`src/rtl/ram_port_arbiter_pkg.sv`:
```
// rtl/ram_port_arbiter_pkg.sv - shared constants, grant encoding and credit helper for the RAM port arbiter
package ram_port_arbiter_pkg;

  localparam int RESP_FIFO_DEPTH = 2;
  localparam int RESP_CNT_W      = $clog2(RESP_FIFO_DEPTH + 1);

  typedef enum logic {
    GNT_WR = 1'b0,
    GNT_RD = 1'b1
  } gnt_e;

  // Reads in flight plus responses left after this cycle's pop must leave room for one more read.
  function automatic logic read_credit_ok(
    input logic                  inflight,
    input logic [RESP_CNT_W-1:0] occupancy,
    input logic                  pop
  );
    logic [RESP_CNT_W-1:0] load;
    load = RESP_CNT_W'(inflight) + occupancy - RESP_CNT_W'(pop);
    return load < RESP_CNT_W'(RESP_FIFO_DEPTH);
  endfunction

endpackage

```
`src/rtl/ram_port_arbiter_resp_fifo2.sv`:
```
// rtl/ram_port_arbiter_resp_fifo2.sv - two-entry valid/ready response FIFO
module resp_fifo2
  import ram_port_arbiter_pkg::*;
#(
  parameter int DATA_WIDTH = 32
) (
  input  logic                  clk,
  input  logic                  rst_n,
  input  logic                  i_in_valid,
  output logic                  o_in_ready,
  input  logic [DATA_WIDTH-1:0] i_in_data,
  output logic                  o_out_valid,
  input  logic                  i_out_ready,
  output logic [DATA_WIDTH-1:0] o_out_data,
  output logic [RESP_CNT_W-1:0] o_count
);

  logic [DATA_WIDTH-1:0] r_mem [RESP_FIFO_DEPTH];
  logic                  r_wr_ptr;
  logic                  r_rd_ptr;
  logic [RESP_CNT_W-1:0] r_count;
  logic                  w_push;
  logic                  w_pop;

  assign o_in_ready  = (r_count < RESP_CNT_W'(RESP_FIFO_DEPTH));
  assign o_out_valid = (r_count != '0);
  assign o_out_data  = r_mem[r_rd_ptr];
  assign o_count     = r_count;
  assign w_push      = i_in_valid & o_in_ready;
  assign w_pop       = o_out_valid & i_out_ready;

  always_ff @(posedge clk or negedge rst_n) begin
    if (!rst_n) begin
      for (int i = 0; i < RESP_FIFO_DEPTH; i++) begin
        r_mem[i] <= '0;
      end
      r_wr_ptr <= 1'b0;
      r_rd_ptr <= 1'b0;
      r_count  <= '0;
    end else begin
      if (w_push) begin
        r_mem[r_wr_ptr] <= i_in_data;
        r_wr_ptr        <= ~r_wr_ptr;
      end
      if (w_pop) begin
        r_rd_ptr <= ~r_rd_ptr;
      end
      // Push and pop together leave the occupancy unchanged.
      case ({w_push, w_pop})
        2'b10:   r_count <= r_count + RESP_CNT_W'(1);
        2'b01:   r_count <= r_count - RESP_CNT_W'(1);
        default: r_count <= r_count;
      endcase
    end
  end

endmodule

```
`src/rtl/ram_port_arbiter.sv`:
```
// rtl/ram_port_arbiter.sv - round-robin write/read arbiter for an external single-port RAM with a buffered read response
module ram_port_arbiter
  import ram_port_arbiter_pkg::*;
#(
  parameter  int DATA_WIDTH = 32,
  parameter  int DEPTH      = 128,
  localparam int AW         = $clog2(DEPTH)
) (
  input  logic                  clk,
  input  logic                  rst_n,
  input  logic                  wr_valid,
  output logic                  wr_ready,
  input  logic [AW-1:0]         wr_addr,
  input  logic [DATA_WIDTH-1:0] wr_data,
  input  logic                  rd_valid,
  output logic                  rd_ready,
  input  logic [AW-1:0]         rd_addr,
  output logic                  resp_valid,
  input  logic                  resp_ready,
  output logic [DATA_WIDTH-1:0] resp_data,
  output logic                  ram_en,
  output logic                  ram_we,
  output logic [AW-1:0]         ram_addr,
  output logic [DATA_WIDTH-1:0] ram_din,
  input  logic [DATA_WIDTH-1:0] ram_dout
);

  gnt_e                  r_ptr;
  logic                  r_inflight;
  logic [RESP_CNT_W-1:0] w_fifo_count;
  logic                  w_fifo_in_ready;
  logic                  w_pop;
  logic                  w_credit;
  logic                  w_contested;
  logic                  w_wr_gnt;
  logic                  w_rd_gnt;

  assign w_pop    = resp_valid & resp_ready;
  assign w_credit = rst_n & read_credit_ok(r_inflight, w_fifo_count, w_pop);

  // A read starved of credit never blocks a write, whatever the pointer says.
  assign rd_ready = w_credit & (~wr_valid | (r_ptr == GNT_RD));
  assign wr_ready = rst_n & (~rd_valid | ~w_credit | (r_ptr == GNT_WR));

  assign w_wr_gnt    = wr_valid & wr_ready;
  assign w_rd_gnt    = rd_valid & rd_ready;
  assign w_contested = wr_valid & rd_valid & w_credit;

  assign ram_en   = w_wr_gnt | w_rd_gnt;
  assign ram_we   = w_wr_gnt;
  assign ram_addr = w_wr_gnt ? wr_addr : (w_rd_gnt ? rd_addr : '0);
  assign ram_din  = w_wr_gnt ? wr_data : '0;

  always_ff @(posedge clk or negedge rst_n) begin
    if (!rst_n) begin
      r_ptr      <= GNT_WR;
      r_inflight <= 1'b0;
    end else begin
      r_inflight <= w_rd_gnt;
      if (w_contested) begin
        r_ptr <= (r_ptr == GNT_WR) ? GNT_RD : GNT_WR;
      end
    end
  end

  // RAM read data lands one cycle after issue and is captured straight into the FIFO.
  resp_fifo2 #(
    .DATA_WIDTH (DATA_WIDTH)
  ) u_resp_fifo (
    .clk         (clk),
    .rst_n       (rst_n),
    .i_in_valid  (r_inflight & w_fifo_in_ready),
    .o_in_ready  (w_fifo_in_ready),
    .i_in_data   (ram_dout),
    .o_out_valid (resp_valid),
    .i_out_ready (resp_ready),
    .o_out_data  (resp_data),
    .o_count     (w_fifo_count)
  );

endmodule

```
`config.mk`:
```
export PLATFORM = sky130hd
export DESIGN_NAME = ram_port_arbiter
export DESIGN_NICKNAME = d
export VERILOG_FILES = /design/src/rtl/ram_port_arbiter_pkg.sv /design/src/rtl/ram_port_arbiter_resp_fifo2.sv /design/src/rtl/ram_port_arbiter.sv
export SDC_FILE = /design/constraint.sdc
export NUM_CORES = 1
export LEC_CHECK = 0
export BUFFER_PORTS_ARGS = -buffer_cell sky130_fd_sc_hd__buf_2
export CAP_MARGIN = 10
export CORE_ASPECT_RATIO = 2
export CORE_UTILIZATION = 50
export CTS_CLUSTER_SIZE = 16
export DETAILED_ROUTE_END_ITERATION = 10
export PLACE_DENSITY = 0.85
export SLEW_MARGIN = 20
export SYNTH_ARGS = -nofsm -noshare
export SYNTH_HDL_FRONTEND = slang
export SYNTH_SLANG_ARGS = --single-unit
```
`constraint.sdc`:
```
create_clock -name clk -period 3.2 [get_ports clk]
set_input_delay 0 -clock clk [delete_from_list [all_inputs] [get_ports clk]]
set_output_delay 0 -clock clk [all_outputs]
set_load 0.1 [all_outputs]
```
# Yosys cells after proc, flatten, opt, wreduce, memory -nomap -nowiden
# Index checks and enable logic that the tools add are counted.
[totals]
reg_bits = 70
latch_bits = 0
ramBits = 0
romBits = 0
in_bits = 83
out_inout_bits = 76
wordCells = 54
memories = 0
[op_classes]
n_addsub = 4
mul = 0
div = 0
order_cmp = 5
n_eq_ne = 2
n_shift = 0
mux = 11
bitwise = 22
reduce_logical = 3
[op_table]
columns = ["op", "n"]
rows = [
  ["32-bit 2-to-1 mux", 5],
  ["64-bit bitwise mux", 1],
  ["32-bit demux with 1-bit select", 1],
  ["7-bit 2-to-1 mux", 2],
  ["1-bit bitwise AND", 10],
  ["1-bit inverter", 6],
  ["2-bit >= comparator (second input constant)", 2],
  ["2-bit less-than comparator (second input constant)", 2],
  ["1-bit inverter with 2-bit output", 2],
  ["1-bit bitwise OR", 4],
  ["2-bit one-hot mux with 2 select lines", 1],
  ["2-bit nonzero test", 2],
  ["1-bit by 2-bit adder with 2-bit output", 1],
  ["2-bit by 1-bit adder with 2-bit output (second input constant)", 1],
  ["2-bit by 1-bit equality test with 1-bit output (second input constant)", 1],
  ["2-bit equality test (second input constant)", 1],
  ["2-bit by 1-bit less-than comparator with 1-bit output (second input constant)", 1],
  ["2-bit by 1-bit subtractor with 2-bit output", 1],
  ["2-bit by 1-bit subtractor with 2-bit output (second input constant)", 1],
  ["1-bit logical AND", 1],
  ["1-bit 2-to-1 mux", 1],
]

# Depth between registers and ports, before layout
# Gate-level depths: netlist of the first run.
[depth]
depth_word = 11
ltp_mapped = 5

# Hierarchy
# Synthesis of the first run repeated with hierarchy kept, for this count alone.
[hier_totals]
cells_unflattened = 251
hier_area_um2 = 3602.2
[modules_own_cells]
columns = ["mod", "instances", "cells_each", "area_each_um2", "seq_area_each_um2"]
rows = [
  ["resp_fifo2", 1, 187, 3088.0, 1701.6],
  ["ram_port_arbiter", 1, 64, 514.2, 50.0],
]

# Worst setup path after synthesis of the first run
# Ideal clock, no wire load.
[synth_timing]
path_type = "register -> output"
from = "register u_resp_fifo.r_count[1] (netlist: u_resp_fifo.o_count[1])"
to = "output port wr_ready"
arrival_time_ps = 3200
slack_ps = 0
path_stages_with_launch = 5
n_path_buf = 0
cell_sequence = "dfrtp_1 > nand2b_1 > mux2i_1 > nor2_1 > a21boi_0"
[synth_between]
elab_chain_cells = 9
elab_cells_between_ends = 10
[synth_rtl]
columns = ["item", "line_no", "text"]
rows = [
  ["start: declaration", "ram_port_arbiter_resp_fifo2.sv:21", "logic [RESP_CNT_W-1:0] r_count;"],
  ["start signal: assignment", "ram_port_arbiter_resp_fifo2.sv:50", "2'b10: r_count <= r_count + RESP_CNT_W'(1);"],
  ["start signal: assignment", "ram_port_arbiter_resp_fifo2.sv:51", "2'b01: r_count <= r_count - RESP_CNT_W'(1);"],
  ["start signal: assignment", "ram_port_arbiter_resp_fifo2.sv:52", "default: r_count <= r_count;"],
  ["branches (longest 2 deep; another with 1-bit by 2-bit adder with 2-bit output)", "n/a", ""],
  ["2-bit by 1-bit subtractor with 2-bit output *", "ram_port_arbiter_pkg.sv:19", "load = RESP_CNT_W'(inflight) + occupancy - RESP_CNT_W'(pop);"],
  ["2-bit less-than comparator *", "ram_port_arbiter_pkg.sv:20", "return load < RESP_CNT_W'(RESP_FIFO_DEPTH);"],
  ["1-bit bitwise AND *", "ram_port_arbiter.sv:39", "assign w_credit = rst_n & read_credit_ok(r_inflight, w_fifo_count, w_pop);"],
  ["1-bit inverter *", "ram_port_arbiter.sv:43", "assign wr_ready = rst_n & (~rd_valid | ~w_credit | (r_ptr == GNT_WR));"],
  ["1-bit bitwise OR * (2 in series)", "ram_port_arbiter.sv:43", ""],
  ["1-bit bitwise AND *", "ram_port_arbiter.sv:43", ""],
  ["end: declaration", "ram_port_arbiter.sv:12", "output logic wr_ready,"],
]
# Every way passes the cells marked *.

# Final worst setup path of the first run
[layout_timing]
from = "register u_resp_fifo.r_count[1] (netlist: u_resp_fifo.o_count[1])"
to = "output port ram_addr[5]"
[layout_between]
elab_chain_cells = 11
elab_cells_between_ends = 15
[layout_rtl]
columns = ["item", "line_no", "text"]
rows = [
  ["branches (longest 2 deep; another with 1-bit by 2-bit adder with 2-bit output)", "n/a", ""],
  ["2-bit by 1-bit subtractor with 2-bit output *", "ram_port_arbiter_pkg.sv:19", ""],
  ["2-bit less-than comparator *", "ram_port_arbiter_pkg.sv:20", ""],
  ["1-bit bitwise AND *", "ram_port_arbiter.sv:39", ""],
  ["1-bit inverter", "ram_port_arbiter.sv:43", ""],
  ["1-bit bitwise OR (2 in series)", "ram_port_arbiter.sv:43", ""],
  ["1-bit bitwise AND", "ram_port_arbiter.sv:43", ""],
  ["1-bit bitwise AND", "ram_port_arbiter.sv:45", "assign w_wr_gnt = wr_valid & wr_ready;"],
  ["7-bit 2-to-1 mux *", "ram_port_arbiter.sv:51", "assign ram_addr = w_wr_gnt ? wr_addr : (w_rd_gnt ? rd_addr : '0);"],
  ["end: declaration", "ram_port_arbiter.sv:23", "output logic [AW-1:0] ram_addr,"],
]
# Marked as above.

==> results.toml, run 1 <==
[run_status]
status = "finished clean"

[critical_path]
cp_data_required_time_ps = 3200
startpoint_type = "flip-flop"
startpoint = "u_resp_fifo.o_count[1]"
worstPathMaxFanout = 40
critPathCapture = "ram_addr[5]"
r2r-end = "u_resp_fifo.r_mem[63]"
critical_path_class = "reg -> out"
rr_worst_depth = 4
ff2ff_setup_slack_ps = 1170
cp.arrival_ps = 2490
end_kind = "output pin"
reg2reg_from = "u_resp_fifo.o_count[1]"

[drt]
drt-initial-drc-count = 92
ant_nets = 0
drt_wl_total_um = 8950
drc_errors = 0
first_pass_iters = 4
detail_route.vias_per_cell = 5.09
wl_per_cell_um = 16.4
vias = 2775

[grt]
met3_usage = 0.103
overflow = 0
grt_pass1_wl_um = 13800
first_global_vias = 2914
use_met2 = 0.454
antenna_found_initial = 5
top_usage_layer = "met2"
met1_usage = 0.284
grt_max_degree = 46
grt_usage = 0.272

[sta]
skew_ps = 5.40
finalHoldViolCount = 0
fin_tns_setup_ps = 0
period_share = 0.778
holdWs_ps = 86.0
slew_headroom = 0.477
setup_viol = 0
period_minus_slack_ps = 2490
clock.fmax_mhz = 402
rsz0062_at_grt = "no"
drv_slew = 0
tightestPinTransition_ps = 783

[yosys]
synth_seq_area_share = 0.519
ys_top_cells_by_count = "mux2_2, dfrtp_1, and2_1, a22o_1, buf_2"
syn-num-nets = 336
netlist.area_leader.share = 0.519
syn_area_per_cell_um2 = 13.4
yosys_warnings = 0
syn_inst = 253
synth_area_leaders = "dfrtp_1, mux2_2, and2_1, a22o_1, buf_2"
synthArstFlopShare = 1.00
synth.distinct_cells = 25
synth-main-ff-cell = "dfrtp_1"
synth_area_um2 = 3380
yosysMostFrequentCell = "mux2_2"
synth-edff-count = 0
synth_largest_area_cell = "dfrtp_1"
synth_seq_cells = 70

[die]
io_pins = 159
core-area_um2 = 6570
dieHeight_um = 118
die-area_um2 = 7110
rows = 42
initial_core_util = 0.514
die_x_um = 60.1

[hold_path]
hp-class = "in -> reg"
hp-start = "wr_valid"

[layout]
fill_cells = 442
final_layout_size_suffix_gt1_frac = 0.618
final_nets = 531
seq_area_um2 = 1750
area_growth_pct = 45.6
multi_input_area_um2 = 1560

[clocking]
cts_setup_buffers = 0
h-tree-depth = 3
clockBufferDepth = 2
cts_tree = "yes"
clkTransAtPathRegs_ps = 50
cts-buffers-inserted = 9
root_buffer = "clkbuf_16"
worstSkewPairLatency_ps = 330
clock-sinks = 70
cts_resized = 0

[run]
cap_viol_max_count = 0

[place]
port_buffers = 158
finalWeightedCongestion = 0.848
dp_hpwl_um = 6470
-- registers in the layout (all words and copies together) (netlist names) --
signal / cells
u_resp_fifo.r_mem: 64
r_inflight: 1
u_resp_fifo.r_rd_ptr: 1
r_ptr: 1
u_resp_fifo.r_wr_ptr: 1
u_resp_fifo.o_count: 2
-- critical path, stage by stage, from the launching register on --
cell and delay (ps):
dfrtp_1 440, nand2b_1 280, mux2i_1 360, o31a_1 180
buf_4 280, a22o_1 200, buf_2 420
-- worst min path at each step --
| stage | to | slack, ps | cells after the start |
|---|---|---|---|
| floorplan | r_inflight | -300 | 0 |
| global placement | r_ptr | 50 | 1 |
| detailed placement | r_ptr | 70 | 1 |
| CTS | r_ptr | 70 | 4 |
| global route | r_ptr | 120 | 4 |
| finish | r_ptr | 90 | 4 |
-- cells by family (layout without fill, tap and decap cells) --
kind of cell              Yosys count  after routing  share of synthesized area
buffers and inverters              17            217                     0.0226
xor gates and xnor gates            3              3                    0.00778
other                               0              4                          0
DFF                                70             70                      0.519
muxes                              98             98                      0.326
AOI/OAI and AO/OA                  15             15                     0.0341
and+or+nand+nor                    50             50                     0.0907
-- placed cells by master (no fill, tap or decap), types with 6 or more instances in the layout --
cell type,Yosys,final
a22o_1,8,8
and2_1,32,32
dlygate4sd3_1,0,34
dfrtp_1,70,70
buf_2,8,157
mux2_2,97,97
buf_4,0,6
clkbuf_16,0,9
-- stage by stage --
step / std cells / util / setup slack, ps / instance area, um2
4_1_cts: 541 / 0.747 / 696 / 4910
2_1_floorplan: 253 / - / 0.425 / 3380
3_3_place_gp: 491 / 0.652 / 1150 / 4280
3_5_place_dp: 491 / 0.652 / 1050 / 4280
5_1_grt: 542 / 0.748 / 513 / 4910
6_report: 545 / 0.749 / 710 / 4920
-- area by class of cell --
class,count,area share
Antenna cell,4,0.00203
Clock buffer,13,0.0549
Clock inverter,3,0.00356
Inverter,3,0.00229
Multi-Input combinational cell,166,0.317
Sequential cell,70,0.356
Tap cell,88,0.0224
Timing Repair Buffer,198,0.242
-- repair_timing --
| action | 4_1_cts | 5_1_grt |
|---|---|---|
| endpoints found under the setup margin | 0 | 0 |
| hold buffers | 34 | 0 |
| endpoints found under the hold margin | 90 | 0 |
-- routing by layer --
layer	vias up	wire, um
li1	1278	-
met1	1322	3200
met2	153	4700
met3	20	764
met4	2	273
met5	-	13
Power of run 1 is not shown: default switching activity piles up to over one toggle a cycle in this logic, so the estimate is an artifact.
==> run 2, diff against run 1 <==
--- a/config.mk
+++ b/config.mk
@@ -8,10 +8,10 @@
 export BUFFER_PORTS_ARGS = -buffer_cell sky130_fd_sc_hd__buf_2
 export CAP_MARGIN = 10
 export CORE_ASPECT_RATIO = 2
-export CORE_UTILIZATION = 50
+export CORE_UTILIZATION = 47
 export CTS_CLUSTER_SIZE = 16
 export DETAILED_ROUTE_END_ITERATION = 10
-export PLACE_DENSITY = 0.85
+export PLACE_DENSITY = 0.81
 export SLEW_MARGIN = 20
 export SYNTH_ARGS = -nofsm -noshare
 export SYNTH_HDL_FRONTEND = slang
==> constraint.sdc (replaced) <==
create_clock -name clk -period 2.32 [get_ports clk]
set_input_delay 0 -clock clk [delete_from_list [all_inputs] [get_ports clk]]
set_output_delay 0 -clock clk [all_outputs]
set_load 0.1 [all_outputs]
==> run 2 against run 1 <==
Worst hold slack worse by 43 ps; die area up 6.2%; flip-flop and latch count did not move; wire length rose by 37%; cell area is 24% higher; final cell count is 0.18% higher; via count increased by 7.9%; critical path type unchanged; count of clock-buffer cells in the layout fell by 2.
==> results.toml, run 2 (synthesis results as in run 1) <==
[run_status]
status = "finished clean"

[grt]
met3_usage = 0.0913
met1_usage = 0.307
grt_usage = 0.330
grt_pass1_wl_um = 17200
grt_max_degree = 57
top_usage_layer = "met2"
first_global_vias = 3329
use_met2 = 0.602
overflow = 0
antenna_found_initial = 0

[sta]
period_minus_slack_ps = 2290
clock.fmax_mhz = 437
period_share = 0.986
skew_ps = 5.75
tightestPinTransition_ps = 710
drv_slew = 0
finalHoldViolCount = 0
slew_headroom = 0.522
setup_viol = 0

[drt]
wl_per_cell_um = 22.4
detail_route.vias_per_cell = 5.48
first_pass_iters = 4
drt-initial-drc-count = 132
vias = 2993
drc_errors = 0
ant_nets = 0
drt_wl_total_um = 12200

[clocking]
clkTransAtPathRegs_ps = 60
clockBufferDepth = 2
h-tree-depth = 3
cts_tree = "yes"
worstSkewPairLatency_ps = 330
cts-buffers-inserted = 9
root_buffer = "clkbuf_16"
clock-sinks = 70

[layout]
final_util = 0.878
final_area_um2 = 6090
final_common_cell = "mux2_2"
final_nets = 534
multi_input_area_um2 = 1600
seq_area_um2 = 1750
regMostFlops = "u_resp_fifo.r_mem"
final_layout_size_suffix_gt1_frac = 0.651
final_cell_mix = "mux2_2, buf_2, buf_12"
largest_reg_flops = 64
fill_cells = 269
antenna_cells = 0
area_growth_pct = 80.3
layout.cells.non_filler = 546

[place]
dp_cells = 495
port_buffers = 158
finalWeightedCongestion = 0.957
dp_hpwl_um = 7410
place_area_um2 = 5380

[critical_path]
startpoint_type = "flip-flop"
path_cells = "nand2b_1, mux2i_4, buf_4, nor3_4, a22o_1, buf_12"
critical_path_class = "reg -> out"
cp_slowest_cell = "dfrtp_1"
cp.arrival_ps = 2290
end_kind = "output pin"
cp_data_required_time_ps = 2320
crit_path_max_incr_delay_ps = 450
worstPathMaxFanout = 8

[die]
core-area_um2 = 6940
dieHeight_um = 122
rows = 43
initial_core_util = 0.487
die-area_um2 = 7550
io_pins = 159
die_x_um = 62.0

[run]
cap_viol_max_count = 0

[hold_path]
hp-class = "in -> reg"
==> run 2: worst paths after layout <==
check,slack [ps],cells after the start,to,from
max reg2reg,600,4,u_resp_fifo.r_mem[61],u_resp_fifo.o_count[1]
min reg2reg,500,1,u_resp_fifo.r_mem[12],u_resp_fifo.r_mem[12]
max in group asynchronous,1110,3,u_resp_fifo.r_mem[4],rst_n
min in group asynchronous,160,2,u_resp_fifo.o_count[1],rst_n
min,40,3,u_resp_fifo.r_rd_ptr,resp_ready
max,30,6,ram_addr[1],u_resp_fifo.o_count[1]
==> run 2: per-stage QoR <==
stage / setup TNS (ps) / hold slack (ps) / setup WS [ps]
global placement: 0 / -39.8 / 436
global route: -230 / 55.5 / -37.0
detailed placement: 0 / -28.0 / 314
finish: 0 / 43.3 / 32.7
CTS: 0 / 38.4 / 49.2
floorplan: -142 / -296 / -142
==> run 2: timing repair <==
item                                    CTS  global route
endpoints found under the hold margin    78             0
endpoints found under the setup margin   39            39
pin swaps                                 0             0
setup buffers                             0             2
gates resized for setup                   2             4
hold buffers                             33             0
==> run 2: critical path, delay by kind of cell, from the launching register on <==
| family | cells | cell delay, ps |
|---|---|---|
| AO/OA/AOI/OAI | 1 | 250 |
| multiplexers | 1 | 140 |
| flip-flops | 1 | 450 |
| buffers and inverters | 2 | 350 |
| AND/OR/NAND/NOR | 2 | 740 |
==> run 2: layout make-up <==
class | count | area share
Timing Repair Buffer | 201 | 0.375
Sequential cell | 70 | 0.288
Inverter | 3 | 0.00185
Tap cell | 90 | 0.0185
Clock inverter | 5 | 0.0134
Multi-Input combinational cell | 166 | 0.262
Clock buffer | 11 | 0.0415
==> run 2: routing by layer <==
layer,up-vias,routed length [um]
li1,1278,-
met1,1498,3750
met2,175,7060
met3,42,741
met4,0,673
met5,-,0
Power of run 2 is left out for the same reason.
==> run 3, diff against run 2 <==
--- a/config.mk
+++ b/config.mk
@@ -7,11 +7,13 @@
 export LEC_CHECK = 0
 export BUFFER_PORTS_ARGS = -buffer_cell sky130_fd_sc_hd__buf_2
 export CAP_MARGIN = 10
+export CELL_PAD_IN_SITES_DETAIL_PLACEMENT = 2
+export CELL_PAD_IN_SITES_GLOBAL_PLACEMENT = 2
 export CORE_ASPECT_RATIO = 2
-export CORE_UTILIZATION = 47
+export CORE_UTILIZATION = 29
 export CTS_CLUSTER_SIZE = 16
 export DETAILED_ROUTE_END_ITERATION = 10
-export PLACE_DENSITY = 0.81
+export PLACE_DENSITY_LB_ADDON = 0.1
 export SLEW_MARGIN = 20
 export SYNTH_ARGS = -nofsm -noshare
 export SYNTH_HDL_FRONTEND = slang
==> run 3 against run 2 <==
Register-to-register slack better by 70 ps; global-route usage decreased by 15 points; sequential share of layout area is 2.2 points higher; final cell count increased by 9.0%; utilization down 38 points; cell area down 7.0%; flip-flop and latch count unchanged; non-clock buffer count is 3 lower; clock skew up 2.2 ps; worst setup slack improved by 79 ps; via count down 7.2%.
==> results.toml, run 3 (synthesis results as in run 1) <==
[clocking]
cts-buffers-inserted = 9
h-tree-depth = 3
clockBufferDepth = 2
worstSkewPairLatency_ps = 330
clock-sinks = 70
root_buffer = "clkbuf_16"
clkTransAtPathRegs_ps = 60
cts_tree = "yes"
cts_setup_buffers = 0

[drt]
wl_met1_um = 3310
drt-initial-drc-count = 65
met3_length_um = 643
wl_per_cell_um = 16.9
ant_nets = 0
wl_met2_um = 5950
top_layer = "met4"
detail_route.vias_per_cell = 4.67
first_pass_iters = 3
drt_wl_total_um = 10000
vias = 2779
drc_errors = 0

[place]
port_buffers = 158
finalWeightedCongestion = 0.676
dp_slack_ps = 365
dp_hpwl_um = 7430

[hold_path]
hp-class = "in -> reg"
hold_end = "r_ptr"
hp-start = "wr_valid"
min_path_cells = 4

[die]
dieHeight_um = 155
die_x_um = 78.3
core-area_um2 = 11400
io_pins = 159
rows = 55
initial_core_util = 0.298
die-area_um2 = 12100

[run]
cap_viol_max_count = 0

[critical_path]
startpoint_type = "flip-flop"
worstPathMaxFanout = 40
rr_worst_depth = 4
end_kind = "output pin"
critical_path_class = "reg -> out"
cp_data_required_time_ps = 2320
r2r-end = "u_resp_fifo.r_mem[53]"
cp.arrival_ps = 2210
reg2reg_from = "u_resp_fifo.o_count[1]"
ff2ff_setup_slack_ps = 670

[sta]
tightestPinTransition_ps = 893
skew_ps = 7.93
period_share = 0.952
setup_viol = 0
slew_headroom = 0.404
drv_slew = 0
clock.fmax_mhz = 453
rsz0062_at_grt = "no"
period_minus_slack_ps = 2210
fin_tns_setup_ps = 0
worst_slack_ps = 112
finalHoldViolCount = 0

[layout]
regMostFlops = "u_resp_fifo.r_mem"
final_common_cell = "buf_2"
final_nets = 531
antenna_cells = 0
area_growth_pct = 67.6
final_cell_mix = "buf_2, mux2_2, dfrtp_1"
final_layout_size_suffix_gt1_frac = 0.645
largest_reg_flops = 64

[run_status]
status = "finished clean"

[grt]
grt_pass1_wl_um = 16300
first_global_vias = 3331
grt_usage = 0.178
grt_max_degree = 71
antenna_found_initial = 0
overflow = 0
run 3: cell count changes in the layout (fill, tap and decap cells not counted), sizes merged:
cell and delta:
buf -4, clkinv -1, dlygate4sd3 +1, inv +1
run 3: how the worst max path moves through the flow:
stage	startpoint	to	cells after the start
after floorplan	u_resp_fifo.o_count[1]	wr_ready	4
after global placement	u_resp_fifo.o_count[1]	ram_addr[5]	5
after detailed placement	u_resp_fifo.o_count[1]	ram_addr[4]	5
after CTS	u_resp_fifo.o_count[1]	ram_addr[4]	6
after global routing	u_resp_fifo.o_count[1]	ram_addr[6]	6
final	u_resp_fifo.o_count[1]	ram_addr[4]	6
run 3: layout make-up:
cell class                 instances  area, um2
timing repair buffer             198       1800
multi-input combinational        166       1590
clock buffer                      11        243
inverter                           3       11.3
fill                            1154       5690
sequential                        70       1750
clock inverter                     5       81.3
tap                              142        178
run 3: critical path, cell delays in order, from the launching register on:
cell	delay [ps]
dfrtp_1	440
nand2b_1	330
mux2i_4	150
o31a_1	330
buf_12	180
a22o_1	280
buf_12	180
run 3: per-stage QoR:
| stage | std cells | cell area, um2 | util | hold WS, ps |
|---|---|---|---|---|
| 3_3_place_gp | 545 | 4980 | 0.439 | 245 |
| 4_1_cts | 595 | 5650 | 0.498 | 109 |
| 6_report | 595 | 5660 | 0.499 | 134 |
| 2_1_floorplan | 253 | 3390 | - | -296 |
| 3_5_place_dp | 545 | 4980 | 0.439 | 252 |
| 5_1_grt | 595 | 5660 | 0.499 | 172 |
run 3: what timing repair did:
action	4_1_cts	5_1_grt
pin swaps	0	0
resized for setup	2	1
hold buffers	34	0
setup endpoints to repair	1	38
endpoints found under the hold margin	135	0
run 3: metal layers:
metal,GRT usage,vias up
li1,-,1270
met1,0.166,1390
met2,0.352,112
met3,0.0531,7
met4,0.0635,0
met5,0,-
Power of run 3 is left out for the same reason.
